===== config.mk =====
export PLATFORM = sky130hd
export DESIGN_NAME = hdx_turnaround_ctrl
export DESIGN_NICKNAME = d
export VERILOG_FILES = /design/src/rtl/hdx_pkg.sv /design/src/rtl/hdx_burst_cnt.sv /design/src/rtl/hdx_turnaround_ctrl.sv
export SDC_FILE = /design/constraint.sdc
export NUM_CORES = 1
export LEC_CHECK = 0
export CAP_MARGIN = 10
export CORE_AREA = 2 2 54 56
export CTS_CLUSTER_DIAMETER = 100
export CTS_CLUSTER_SIZE = 8
export DETAILED_ROUTE_END_ITERATION = 8
export DIE_AREA = 0 0 56 58
export GPL_ROUTABILITY_DRIVEN = 0
export PLACE_DENSITY = 0.72
export SLEW_MARGIN = 15
export SYNTH_ARGS = -nofsm -noshare
export SYNTH_HDL_FRONTEND = slang
export SYNTH_HIERARCHICAL = 1
export SYNTH_SLANG_ARGS = --single-unit

===== constraint.sdc =====
create_clock -name clk -period 2.1 [get_ports clk]
set_clock_uncertainty 0.15 [all_clocks]
set_input_delay 0.21 -clock clk [delete_from_list [all_inputs] [get_ports clk]]
set_output_delay 0.21 -clock clk [all_outputs]
set_load 0.01 [all_outputs]

===== src/rtl/hdx_pkg.sv =====
`default_nettype none
// ============================================================================
// Module      : hdx_pkg
// Description : Shared types and constants for the half-duplex turnaround
//               controller: FSM state encoding and side encoding. The side
//               encoding matches the polarity of the buffer direction bit.
// Revision    : 1.0 - initial release
// ============================================================================
package hdx_pkg;

    typedef enum logic [1:0] {
        IDLE  = 2'd0,
        GNT_A = 2'd1,
        GNT_B = 2'd2,
        TURN  = 2'd3
    } hdx_state_t;

    // dir = 0 : A drives toward B, dir = 1 : B drives toward A
    localparam logic HDX_SIDE_A = 1'b0;
    localparam logic HDX_SIDE_B = 1'b1;

endpackage : hdx_pkg
`default_nettype wire


===== src/rtl/hdx_burst_cnt.sv =====
`default_nettype none
// ============================================================================
// Module      : hdx_burst_cnt
// Description : Saturating up-counter with synchronous clear. Used for both
//               the turnaround cycle count and the burst length count.
// Ports       : clk, rst (async, active-high)
//               i_clr  - clear to zero (wins over i_inc)
//               i_inc  - increment, holds at all-ones
//               o_cnt  - current count
// Revision    : 1.0 - initial release
// ============================================================================
module hdx_burst_cnt #(
    parameter int WIDTH = 8
) (
    input  logic             clk,
    input  logic             rst,
    input  logic             i_clr,
    input  logic             i_inc,
    output logic [WIDTH-1:0] o_cnt
);

    logic [WIDTH-1:0] r_cnt;

    always_ff @(posedge clk or posedge rst) begin
        if (rst) begin
            r_cnt <= '0;
        end else if (i_clr) begin
            r_cnt <= '0;
        end else if (i_inc && (r_cnt != {WIDTH{1'b1}})) begin
            r_cnt <= r_cnt + 1'b1;
        end
    end

    assign o_cnt = r_cnt;

endmodule : hdx_burst_cnt
`default_nettype wire


===== src/rtl/hdx_turnaround_ctrl.sv =====
`default_nettype none
// ============================================================================
// Module      : hdx_turnaround_ctrl
// Description : Half-duplex direction controller. Arbitrates side A / side B
//               requests for a shared bidirectional link, inserts TURN_CYC
//               dead cycles on every direction change and bounds bursts to
//               MAX_BURST cycles while the other side is waiting. dir feeds
//               the buffer ctrl input; a_oe / b_oe gate the side drivers.
// Ports       : clk, rst (async, active-high)
//               a_req, b_req   - side requests
//               a_gnt, b_gnt   - side owns the link this cycle
//               a_oe,  b_oe    - side output enables (mirror the grants)
//               dir            - 0: A drives, 1: B drives
//               busy           - controller not in IDLE
//               turn_count     - TURN entries, wraps   (HDX_STATS_EN only)
//               starve_flag    - sticky starvation flag (HDX_STATS_EN only)
// Config      : define HDX_STATS_EN to add the statistics outputs.
// Revision    : 1.0 - initial release
// ============================================================================
module hdx_turnaround_ctrl
    import hdx_pkg::*;
#(
    parameter int TURN_CYC  = 2,
    parameter int MAX_BURST = 4
) (
    input  logic        clk,
    input  logic        rst,
    input  logic        a_req,
    input  logic        b_req,
    output logic        a_gnt,
    output logic        b_gnt,
    output logic        a_oe,
    output logic        b_oe,
    output logic        dir,
`ifdef HDX_STATS_EN
    output logic [15:0] turn_count,
    output logic        starve_flag,
`endif
    output logic        busy
);

    localparam logic [3:0] c_TURN_LAST  = 4'(TURN_CYC - 1);
    localparam logic [7:0] c_BURST_LAST = 8'(MAX_BURST - 1);

    hdx_state_t r_state;
    hdx_state_t w_next;
    logic       w_next_dir;
    logic       r_dir;
    logic       r_last_owner;
    logic       r_a_gnt;
    logic       r_b_gnt;
    logic       r_busy;
    logic       w_target;
    logic       w_in_gnt;
    logic       w_in_turn;
    logic [3:0] w_turn_cnt;
    logic [7:0] w_burst_cnt;

    assign w_in_gnt  = (r_state == GNT_A) || (r_state == GNT_B);
    assign w_in_turn = (r_state == TURN);

    // Counters run only while in their state and clear otherwise, so both
    // read zero on the first cycle of TURN / GNT_x.
    hdx_burst_cnt #(.WIDTH(4)) u_turn_cnt (
        .clk   (clk),
        .rst   (rst),
        .i_clr (!w_in_turn),
        .i_inc (w_in_turn),
        .o_cnt (w_turn_cnt)
    );

    hdx_burst_cnt #(.WIDTH(8)) u_burst_cnt (
        .clk   (clk),
        .rst   (rst),
        .i_clr (!w_in_gnt),
        .i_inc (w_in_gnt),
        .o_cnt (w_burst_cnt)
    );

    // Tie goes to the side that did not own the link last.
    always_comb begin
        w_target = HDX_SIDE_A;
        if (a_req && !b_req) begin
            w_target = HDX_SIDE_A;
        end else if (b_req && !a_req) begin
            w_target = HDX_SIDE_B;
        end else begin
            w_target = ~r_last_owner;
        end
    end

    always_comb begin
        w_next     = r_state;
        w_next_dir = r_dir;
        case (r_state)
            IDLE: begin
                if (a_req || b_req) begin
                    if (w_target == r_dir) begin
                        w_next = (w_target == HDX_SIDE_A) ? GNT_A : GNT_B;
                    end else begin
                        w_next     = TURN;
                        w_next_dir = w_target;
                    end
                end
            end
            GNT_A: begin
                // burst count = cycles already held; this cycle is count+1
                if (!a_req || (b_req && (w_burst_cnt >= c_BURST_LAST))) begin
                    if (b_req) begin
                        w_next     = TURN;
                        w_next_dir = HDX_SIDE_B;
                    end else begin
                        w_next = IDLE;
                    end
                end
            end
            GNT_B: begin
                if (!b_req || (a_req && (w_burst_cnt >= c_BURST_LAST))) begin
                    if (a_req) begin
                        w_next     = TURN;
                        w_next_dir = HDX_SIDE_A;
                    end else begin
                        w_next = IDLE;
                    end
                end
            end
            TURN: begin
                // dir already points at the target side
                if (w_turn_cnt >= c_TURN_LAST) begin
                    if ((r_dir == HDX_SIDE_A) ? a_req : b_req) begin
                        w_next = (r_dir == HDX_SIDE_A) ? GNT_A : GNT_B;
                    end else begin
                        w_next = IDLE;
                    end
                end
            end
            default: w_next = IDLE;
        endcase
    end

    // Outputs are registered from the next state so they line up with it.
    always_ff @(posedge clk or posedge rst) begin
        if (rst) begin
            r_state      <= IDLE;
            r_dir        <= HDX_SIDE_A;
            r_last_owner <= HDX_SIDE_B;
            r_a_gnt      <= 1'b0;
            r_b_gnt      <= 1'b0;
            r_busy       <= 1'b0;
        end else begin
            r_state <= w_next;
            r_dir   <= w_next_dir;
            r_a_gnt <= (w_next == GNT_A);
            r_b_gnt <= (w_next == GNT_B);
            r_busy  <= (w_next != IDLE);
            if ((r_state == GNT_A) && (w_next != GNT_A)) begin
                r_last_owner <= HDX_SIDE_A;
            end else if ((r_state == GNT_B) && (w_next != GNT_B)) begin
                r_last_owner <= HDX_SIDE_B;
            end
        end
    end

    assign a_gnt = r_a_gnt;
    assign b_gnt = r_b_gnt;
    assign a_oe  = r_a_gnt;
    assign b_oe  = r_b_gnt;
    assign dir   = r_dir;
    assign busy  = r_busy;

`ifdef HDX_STATS_EN
    localparam logic [9:0] c_STARVE_LIM = 10'(MAX_BURST + TURN_CYC + 2);

    logic [15:0] r_turn_count;
    logic        r_starve;
    logic [9:0]  r_a_wait;
    logic [9:0]  r_b_wait;

    always_ff @(posedge clk or posedge rst) begin
        if (rst) begin
            r_turn_count <= '0;
            r_starve     <= 1'b0;
            r_a_wait     <= '0;
            r_b_wait     <= '0;
        end else begin
            if ((w_next == TURN) && (r_state != TURN)) begin
                r_turn_count <= r_turn_count + 16'd1;
            end
            // wait counters: cycles spent requesting without the grant
            if (a_req && !r_a_gnt) begin
                if (r_a_wait != 10'h3FF) r_a_wait <= r_a_wait + 10'd1;
            end else begin
                r_a_wait <= '0;
            end
            if (b_req && !r_b_gnt) begin
                if (r_b_wait != 10'h3FF) r_b_wait <= r_b_wait + 10'd1;
            end else begin
                r_b_wait <= '0;
            end
            if ((r_a_wait > c_STARVE_LIM) || (r_b_wait > c_STARVE_LIM)) begin
                r_starve <= 1'b1;
            end
        end
    end

    assign turn_count  = r_turn_count;
    assign starve_flag = r_starve;
`endif

endmodule : hdx_turnaround_ctrl
`default_nettype wire


======== Word level (Yosys, flattened, before mapping) ========
Index checks and enable logic that the tools add are counted.
cells by class
  add/subtract/negate cells ............... 2
  order comparisons ....................... 2
  eq/ne operators ......................... 18
  muxes and demuxes ....................... 27
  bitwise operators ....................... 1
  reductions and logical operators ........ 19
operators by type and width
  cell                   count
  $mux W2                10
  $mux W8                2
  $ne A2 B2 Y1 const B   7
  $mux W1                11
  $add A8 B1 Y8 const B  1
  $ge A8 B2 Y1 const B   1
  $logic_and A1 B1 Y1    8
  $mux W4                2
  $ne A8 B8 Y1 const B   1
  $pmux W2 S4            1
  $reduce_and A7 Y1      1
  $eq A2 B2 Y1 const B   3
  $ne A2 B1 Y1 const B   3
  $add A4 B1 Y4 const B  1
  $eq A2 B1 Y1 const B   2
  $ge A4 B1 Y1 const B   1
  $logic_or A1 B1 Y1     4
  $ne A4 B4 Y1 const B   1
  $reduce_bool A2 Y1     2
  $pmux W1 S3            1
  $reduce_bool A3 Y1     1
  $logic_not A1 Y1       2
  $logic_not A2 Y1       1
  $eq A1 B1 Y1           1
  $not A1 Y1             1
word-level totals
  flip-flop bits (word level) ............. 19
  bits of input ports ..................... 4
  output and inout port bits .............. 6
  word-level logic and storage cells ...... 77

======== Depth between registers and ports, before layout ========
Gate-level depths: netlist of the first run.
  depth after elaboration ................. 12
  depth in mapped cells ................... 10
  mapped depth without buffers ............ 10

======== Cells and area by module ========
The synthesis of the first run kept the hierarchy.
by module, submodules not included
  module                        instances  cells each  area each (µm²)  sequential area each (µm²)
  hdx_turnaround_ctrl           1          68          588.1            176.4
  hdx_burst_cnt at u_burst_cnt  1          49          504.2            200.2
  hdx_burst_cnt at u_turn_cnt   1          21          230.2            100.1

======== Least setup slack after synthesis of the first run ========
No wires, ideal clock.
  kind .................................... reg2reg
  start point ............................. reg u_burst_cnt.r_cnt[7] (netlist: u_burst_cnt/o_cnt[7])
  end point ............................... reg r_busy (netlist: busy)
  library setup time ...................... 127 ps
  arrival ................................. 1834 ps
  required time ........................... 1823 ps
  slack ................................... -12 ps
  cell stages (with the launch flop) ...... 7
  buffers on the path ..................... 0
  period minus slack after synthesis ...... 2112 ps
  cell sequence ........................... dfrtp_1 -> nor4_4 -> a31oi_1 -> o21a_1 -> o41ai_2 -> inv_1 -> or2_2
on the way
  word-level cells in the longest chain between the ends .. 6
  elaborated cells between the ends (all ways) .. 9
  classes of those cells .................. 1 x order compare; 3 x mux; 5 x reduce/logical
RTL lines
  item                                           RTL line                                                source
  from (decl)                                    hdx_burst_cnt.sv:22                                     logic [WIDTH-1:0] r_cnt;
  from (signal assigned)                         hdx_burst_cnt.sv:30                                     r_cnt <= r_cnt + 1'b1;
  $ge A8 B2 Y1 (*)                               hdx_turnaround_ctrl.sv:108, hdx_turnaround_ctrl.sv:118
  $logic_and A1 B1 Y1, on equally long branches  hdx_turnaround_ctrl.sv:118, hdx_turnaround_ctrl.sv:108
  $logic_or A1 B1 Y1, on equally long branches   hdx_turnaround_ctrl.sv:118, hdx_turnaround_ctrl.sv:108
  $mux W2, on equally long branches              hdx_turnaround_ctrl.sv:118, hdx_turnaround_ctrl.sv:108
  $pmux W2 S4 (*)                                hdx_turnaround_ctrl.sv:95                               case (r_state)
  named net w_next[1]                            hdx_turnaround_ctrl.sv:46                               hdx_state_t w_next;
  $reduce_bool A2 Y1 (*)                         hdx_turnaround_ctrl.sv:155                              r_busy <= (w_next != IDLE);
  to (signal assigned)                           hdx_turnaround_ctrl.sv:155
  to (decl)                                      hdx_turnaround_ctrl.sv:52                               logic r_busy;
The timed path passes the listed nets; every way through them passes the cells marked *.
A chain may end at the register's enable or synchronous reset.

======== Worst setup path after layout of the first run ========
  start point ............................. reg u_burst_cnt.r_cnt[3] (netlist: u_burst_cnt/o_cnt[3])
  end point ............................... reg r_last_owner
on the way
  word-level cells in the longest chain between the ends .. 8
  elaborated cells between the ends (all ways) .. 14
  classes of those cells .................. 1 x order compare; 2 x eq/ne; 4 x mux; 7 x reduce/logical
RTL lines
  item                                                  RTL line                                                source
  $ge A8 B2 Y1 (*)                                      hdx_turnaround_ctrl.sv:108, hdx_turnaround_ctrl.sv:118
  $logic_and A1 B1 Y1, on equally long branches         hdx_turnaround_ctrl.sv:118, hdx_turnaround_ctrl.sv:108
  $logic_or A1 B1 Y1, on equally long branches          hdx_turnaround_ctrl.sv:118, hdx_turnaround_ctrl.sv:108
  $mux W2, on equally long branches                     hdx_turnaround_ctrl.sv:118, hdx_turnaround_ctrl.sv:108
  $pmux W2 S4 (*)                                       hdx_turnaround_ctrl.sv:95
  named net w_next[0]                                   hdx_turnaround_ctrl.sv:46
  $ne A2 B1 Y1 / $ne A2 B2 Y1 (equally long branches)   hdx_turnaround_ctrl.sv:156, hdx_turnaround_ctrl.sv:158
  $logic_and A1 B1 Y1, on equally long branches         hdx_turnaround_ctrl.sv:156, hdx_turnaround_ctrl.sv:158
  $mux W1 / $reduce_bool A2 Y1 (equally long branches)  -
  to (signal assigned)                                  hdx_turnaround_ctrl.sv:146                              r_last_owner <= HDX_SIDE_B;
  to (signal assigned)                                  hdx_turnaround_ctrl.sv:157                              r_last_owner <= HDX_SIDE_A;
  to (signal assigned)                                  hdx_turnaround_ctrl.sv:159                              r_last_owner <= HDX_SIDE_B;
  to (decl)                                             hdx_turnaround_ctrl.sv:49                               logic r_last_owner;
Marks and branches as above.

==> results.tsv, run 1 <==
stage	metric	value	unit
routing	vias	1131	
cts	cts_tree	yes	
cts	clock_path_buffers	2	
synth	synthCells	138	
synth	ys_async_sr_fraction	100	%
cts	cts_hold_buf	0	
global_route	grt_max_degree	12	
critical_path	crit_arrival	2.41	ns
critical_path	crit_family	compound AO/OA/AOI/OAI gates	
routing	vias_per_cell	5.41	
timing	rsz0062_at_grt	true	
finish	nets	192	
timing	finalCritPeriodShare	110	%
synth	synth_edf_count	0	
placed_design	numPlacedInstances	203	
die	dieHeight	58	um
critical_path	cp_slowest_cell	o41a_1	
critical_path	max_stage_delay	0.44	ns
timing	finalWorstSetupSlack	-0.219	ns
placed_design	place_ws	-0.305	ns
synth	synth_cell_types	43	
die	dieArea	0.00325	mm^2
finish	utilization	64.7	%
synth	syn_area_per_cell	9.58	um^2
synth	synth_warnings	6	
flow_run	cap_viol_max_count	0	
power	cellPowerDensity	1170	mW/mm^2
timing	setup_viol	4	
finish	antenna_cells	0	
global_route	track_usage	20.3	%
timing	fin_crit	2.32	ns
placed_design	dpl.hpwl	2340	um
critical_path	r2r-start	u_burst_cnt/o_cnt[3]$_DFFE_PP0P_	
hold_path	min_path_type	input pin to async pin	
power	finalPower	2.02	mW
global_route	first_global_vias	1133	
global_route	grt_pass1_wl	5130	um
timing	fmax	431	MHz
finish	layout_common_cells	buf_4 (30), dfrtp_1 (17), inv_1 (16)	
synth	synth_area_leader_cell	dfrtp_1	
synth	ys.flop_type	dfrtp_1	
timing	timing.final.hold_violations	0	
global_route	grt_overflow	0	
critical_path	r2r-end	r_last_owner$_DFFE_PP1P_	
timing	slew-limit-headroom	78.3	%
synth	seq_area_frac_synth	36.0	%
synth	synth_nets	151	
cts	ctsRootBufferMaster	clkbuf_4	
die	die_x	56	um
critical_path	r2r_slack	-0.22	ns
power	p_leak	0.840	nW
finish	drive_gt1_share	30.9	%
timing	whs	0.0102	ns
power	vdd_drop_max	0.914	mV
finish	nFillCells	230	
die	rows	19	
synth	synth_area_leaders	dfrtp_1 (34%), ha_1 (8.5%), mux2_4 (5.7%)	
timing	worst_pin_slew	0.323	ns
critical_path	critical_path_class	flip-flop to flip-flop	
cts	clk_pin_slew	0.11	ns
routing	initialDrtViolationCount	49	
synth	netlist_area	0.00132	mm^2
die	coreArea	0.00266	mm^2
critical_path	path_cells	nor4_4 -> a31oi_2 -> buf_4 -> o21a_1 -> o41a_1 -> and2_4 -> o22a_1	
finish	syn2layout_area_growth	30.3	%
critical_path	crit_required	2.19	ns
finish	layout_commonest_cell	buf_4	
timing	maxSlewViolCount	0	
routing	drc	0	
placed_design	dpl_cell_area	0.00165	mm^2
die	ios	10	
critical_path	cp-end-kind	flip-flop	
die	initial_utilization	49.7	%
routing	firstDrtPassIters	4	
critical_path	path_buf_inv	1	
global_route	grt_antenna_before_repair	0	
cts	htree_num_levels	1	
outcome	outcome	complete, but fails checks	
placed_design	io_buffers	9	
outcome	violations	setup timing	
critical_path	path_max_fanout	5	
routing	ant_nets	0	
critical_path	r2r_cells	7	
finish	fin_cells	209	
cts	cts_sinks	19	
synth	synth_seq_cells	19	
timing	tns	-0.659	ns
cts	cts_buffers	3	
routing	wl_per_cell	14.1	um
finish	finish.instance_area	0.00172	mm^2
routing	drt_wl_total	2950	um
synth	yosys.area.top_type_share	34.1	%
cts	clock_latency	0.30	ns
critical_path	startpoint	u_burst_cnt/o_cnt[3]$_DFFE_PP0P_	
critical_path	cp-start-kind	flip-flop	
## cells in the mapped netlist, types with 2 or more instances
cell / count
nand2_1: 9
a21oi_2: 2
or3_1: 2
o21ai_0: 4
o31ai_1: 2
o21a_1: 5
mux2i_1: 2
a31oi_1: 2
dfrtp_1: 18
nand3_1: 2
inv_1: 17
ha_1: 9
nor3_1: 3
nand4_1: 3
mux2_4: 5
nor2_1: 11
and4_1: 2
nor2b_1: 5
buf_4: 2
a211oi_1: 2
nand2b_1: 3
a21oi_1: 7
## power breakdown
part	internal, mW	total [mW]	leakage [nW]	switching [mW]
combinational	0.665	1.30	0.574	0.633
clock	0.0711	0.186	0.0177	0.115
sequential	0.465	0.533	0.248	0.0685
total	1.20	2.02	0.840	0.816
## final cells by class
class | count | area, um^2 | area share, %
Multi-Input combinational cell | 98 | 783 | 45.5
Sequential cell | 19 | 478 | 27.7
Clock buffer | 3 | 22.5 | 1.31
Tap cell | 31 | 38.8 | 2.25
Timing Repair Buffer | 40 | 332 | 19.2
Inverter | 17 | 63.8 | 3.70
Clock inverter | 1 | 5.00 | 0.290
## logic make-up after synthesis
family                   after synthesis  share of synthesized area [%]
AO/OA/AOI/OAI                         34                           20.4
buffers and inverters                 21                           7.09
flip-flops                            19                           36.0
multiplexers                           7                           7.19
AND/OR/NAND/NOR                       47                           20.0
adder cells (fa/ha/maj)               10                           9.27
## worst max path at each step
stage / end / slack, ns / cells after the start
final: r_last_owner$_DFFE_PP1P_ / -0.22 / 7
after global routing: r_last_owner$_DFFE_PP1P_ / -0.30 / 7
after global placement: r_last_owner$_DFFE_PP1P_ / -0.22 / 11
after detailed placement: r_last_owner$_DFFE_PP1P_ / -0.30 / 11
after floorplan: busy$_DFF_PP0_ / 0.01 / 6
after CTS: busy$_DFF_PP0_ / -0.21 / 7
## per-layer routing
metal	vias to the layer above	share of wire, %	global-route usage (%)
met5	-	0	0
met4	0	1.6	8.16
met3	5	1.7	1.34
met2	14	53	38.7
met1	538	44	23.9
li1	574	-	-
## worst reg2reg max path, cell delays in order (launching register included)
cell and delay (ns):
dfrtp_1 0.43, nor4_4 0.38, a31oi_2 0.15, buf_4 0.15
o21a_1 0.18, o41a_1 0.44, and2_4 0.19, o22a_1 0.19
## state kept, by name (all words and copies together), names as in the netlist
signal and flops:
u_burst_cnt/o_cnt 8, r_state 2, dir 1, a_gnt 1, r_last_owner 1, u_turn_cnt/o_cnt 4, b_gnt 1, busy 1
## repair_timing
item                                    4_1_cts  5_1_grt
endpoints found under the setup margin        4        8
pin swaps                                     0        5
buffers inserted                              0        2
gates resized for setup                       1        8
No activity file was read; power rests on OpenSTA's default activity.
==> run 2, diff against run 1 <==
- CAP_MARGIN: 10 -> 25
- CORE_AREA: 2 2 54 56 -> 2 2 63 65
- DIE_AREA: 0 0 56 58 -> 0 0 65 67
- PLACE_DENSITY: 0.72 -> not set
==> run 2 against run 1 <==
- the run still ends with setup timing left
- clock-buffer cell count rose by 1
- register-to-register slack improved by 0.03 ns
- non-clock buffer count rose by 4
- global-route usage fell by 5.3 points
- sequential power fell by 1%
- fmax rose by 1.1%
- first-iteration DRC count fell by 16%
- sequential share of layout area fell by 1.1 points
- setup slack improved by 0.025 ns
- utilization fell by 15 points
- via count fell by 1.1%
- largest cell class unchanged
==> results.tsv, run 2 (synthesis results as in run 1) <==
stage	metric	value	unit
outcome	outcome	complete, but fails checks	
outcome	violations	setup timing	
die	dieHeight	67	um
timing	fin_crit	2.29	ns
timing	fmax	436	MHz
hold_path	min_path_type	input pin to async pin	
timing	whs	0.0643	ns
critical_path	crit_arrival	2.33	ns
global_route	grt_overflow	0	
cts	clk_pin_slew	0.07	ns
power	vdd_drop_max	0.474	mV
global_route	track_usage	15.0	%
die	dieArea	0.00436	mm^2
global_route	grt_antenna_before_repair	0	
finish	syn2layout_area_growth	35.3	%
die	coreArea	0.00361	mm^2
finish	nets	196	
critical_path	cp_slowest_cell	o41a_1	
placed_design	place_ws	-0.336	ns
routing	vias_per_cell	4.87	
cts	clock_path_buffers	2	
cts	ctsRootBufferMaster	clkbuf_8	
global_route	grt_max_degree	11	
timing	maxSlewViolCount	0	
critical_path	cp-end-kind	flip-flop	
routing	ant_nets	0	
die	ios	10	
cts	cts_hold_buf	0	
global_route	grt_pass1_wl	5040	um
cts	cts_tree	yes	
finish	layout_commonest_cell	buf_4	
routing	drc	0	
cts	cts_sinks	19	
finish	utilization	49.6	%
routing	drt_wl_total	2880	um
finish	layout_common_cells	buf_4 (34), dfrtp_1 (18), inv_1 (16)	
critical_path	path_buf_inv	1	
timing	setup_viol	6	
critical_path	path_max_fanout	4	
finish	drive_gt1_share	31.9	%
power	p_leak	0.858	nW
die	initial_utilization	36.7	%
cts	clock_latency	0.25	ns
critical_path	max_stage_delay	0.43	ns
timing	rsz0062_at_grt	true	
routing	firstDrtPassIters	4	
power	finalPower	2.14	mW
power	cellPowerDensity	1200	mW/mm^2
finish	largest_register_ffs	8	
timing	timing.final.hold_violations	0	
routing	vias	1119	
routing	initialDrtViolationCount	41	
critical_path	cp-start-kind	flip-flop	
timing	finalWorstSetupSlack	-0.194	ns
timing	finalCritPeriodShare	109	%
placed_design	io_buffers	9	
cts	htree_num_levels	1	
timing	slew-limit-headroom	78.3	%
finish	antenna_cells	0	
die	rows	22	
finish	finish.instance_area	0.00179	mm^2
critical_path	crit_required	2.13	ns
placed_design	dpl.hpwl	2330	um
cts	cts_buffers	3	
placed_design	dpl_cell_area	0.00169	mm^2
critical_path	critical_path_class	flip-flop to flip-flop	
critical_path	path_cells	nor4_4 -> a31oi_2 -> buf_4 -> o21a_1 -> o41a_1 -> and2_4 -> o22a_1	
die	die_x	65	um
global_route	first_global_vias	1161	
flow_run	cap_viol_max_count	0	
routing	wl_per_cell	12.5	um
timing	worst_pin_slew	0.325	ns
critical_path	crit_family	compound AO/OA/AOI/OAI gates	
[run 2: worst paths after layout]
kind / slack (ns) / endpoint / start / cells after the start
max: -0.19 / r_last_owner$_DFFE_PP1P_ / u_burst_cnt/o_cnt[7]$_DFFE_PP0P_ / 7
min: 0.06 / u_turn_cnt/o_cnt[1]$_DFFE_PP0P_ / rst / 2
max reg2reg: -0.19 / r_last_owner$_DFFE_PP1P_ / u_burst_cnt/o_cnt[7]$_DFFE_PP0P_ / 7
min reg2reg: 0.39 / r_last_owner$_DFFE_PP1P_ / r_last_owner$_DFFE_PP1P_ / 1
max in group asynchronous: 1.43 / r_last_owner$_DFFE_PP1P_ / rst / 2
min in group clk: 0.39 / r_last_owner$_DFFE_PP1P_ / r_last_owner$_DFFE_PP1P_ / 1
[run 2: report_power, final]
part	internal, mW	total, mW	switching [mW]	leakage [nW]
Clock	0.135	0.251	0.117	0.0228
Combinational	0.709	1.36	0.655	0.586
Sequential	0.463	0.526	0.0631	0.249
[run 2: layout make-up]
class | count | area, um^2
tap | 48 | 60.1
sequential | 19 | 477
timing repair buffer | 44 | 358
multi-input combinational | 98 | 786
inverter | 17 | 63.8
clock buffer | 4 | 45.0
fill | 357 | 1820
[run 2: timing repair]
item                       4_1_cts  5_1_grt
setup endpoints to repair        5        6
pin swaps                        0        4
buffers inserted                 1        2
gates resized for setup          2        7
[run 2: layer usage]
metal,track usage [%],routed length [um],vias up,share of wire [%]
met4,4.79,19,0,0.66
li1,-,-,572,-
met3,2.03,59,2,2.0
met2,26.8,1430,12,50
met1,18.6,1370,533,48
met5,0,0,-,0
[run 2: metrics by stage]
step / TNS [ns] / std cells
after floorplan: 0 / 138
after global placement: -1.12 / 223
after detailed placement: -1.66 / 223
after CTS: -0.381 / 228
after global routing: -1.02 / 230
final: -0.487 / 230
[run 2: worst register-to-register path, cell delays in order, from the launching register on]
cell and delay, ns:
dfrtp_1 0.41, nor4_4 0.37, a31oi_2 0.15, buf_4 0.16, o21a_1 0.18, o41a_1 0.43, and2_4 0.19, o22a_1 0.19
==> run 3, diff against run 2 <==
- TNS_END_PERCENT: not set -> 100
==> results of run 3 <==
Final layout, timing and power as in run 2 (identical DEF).
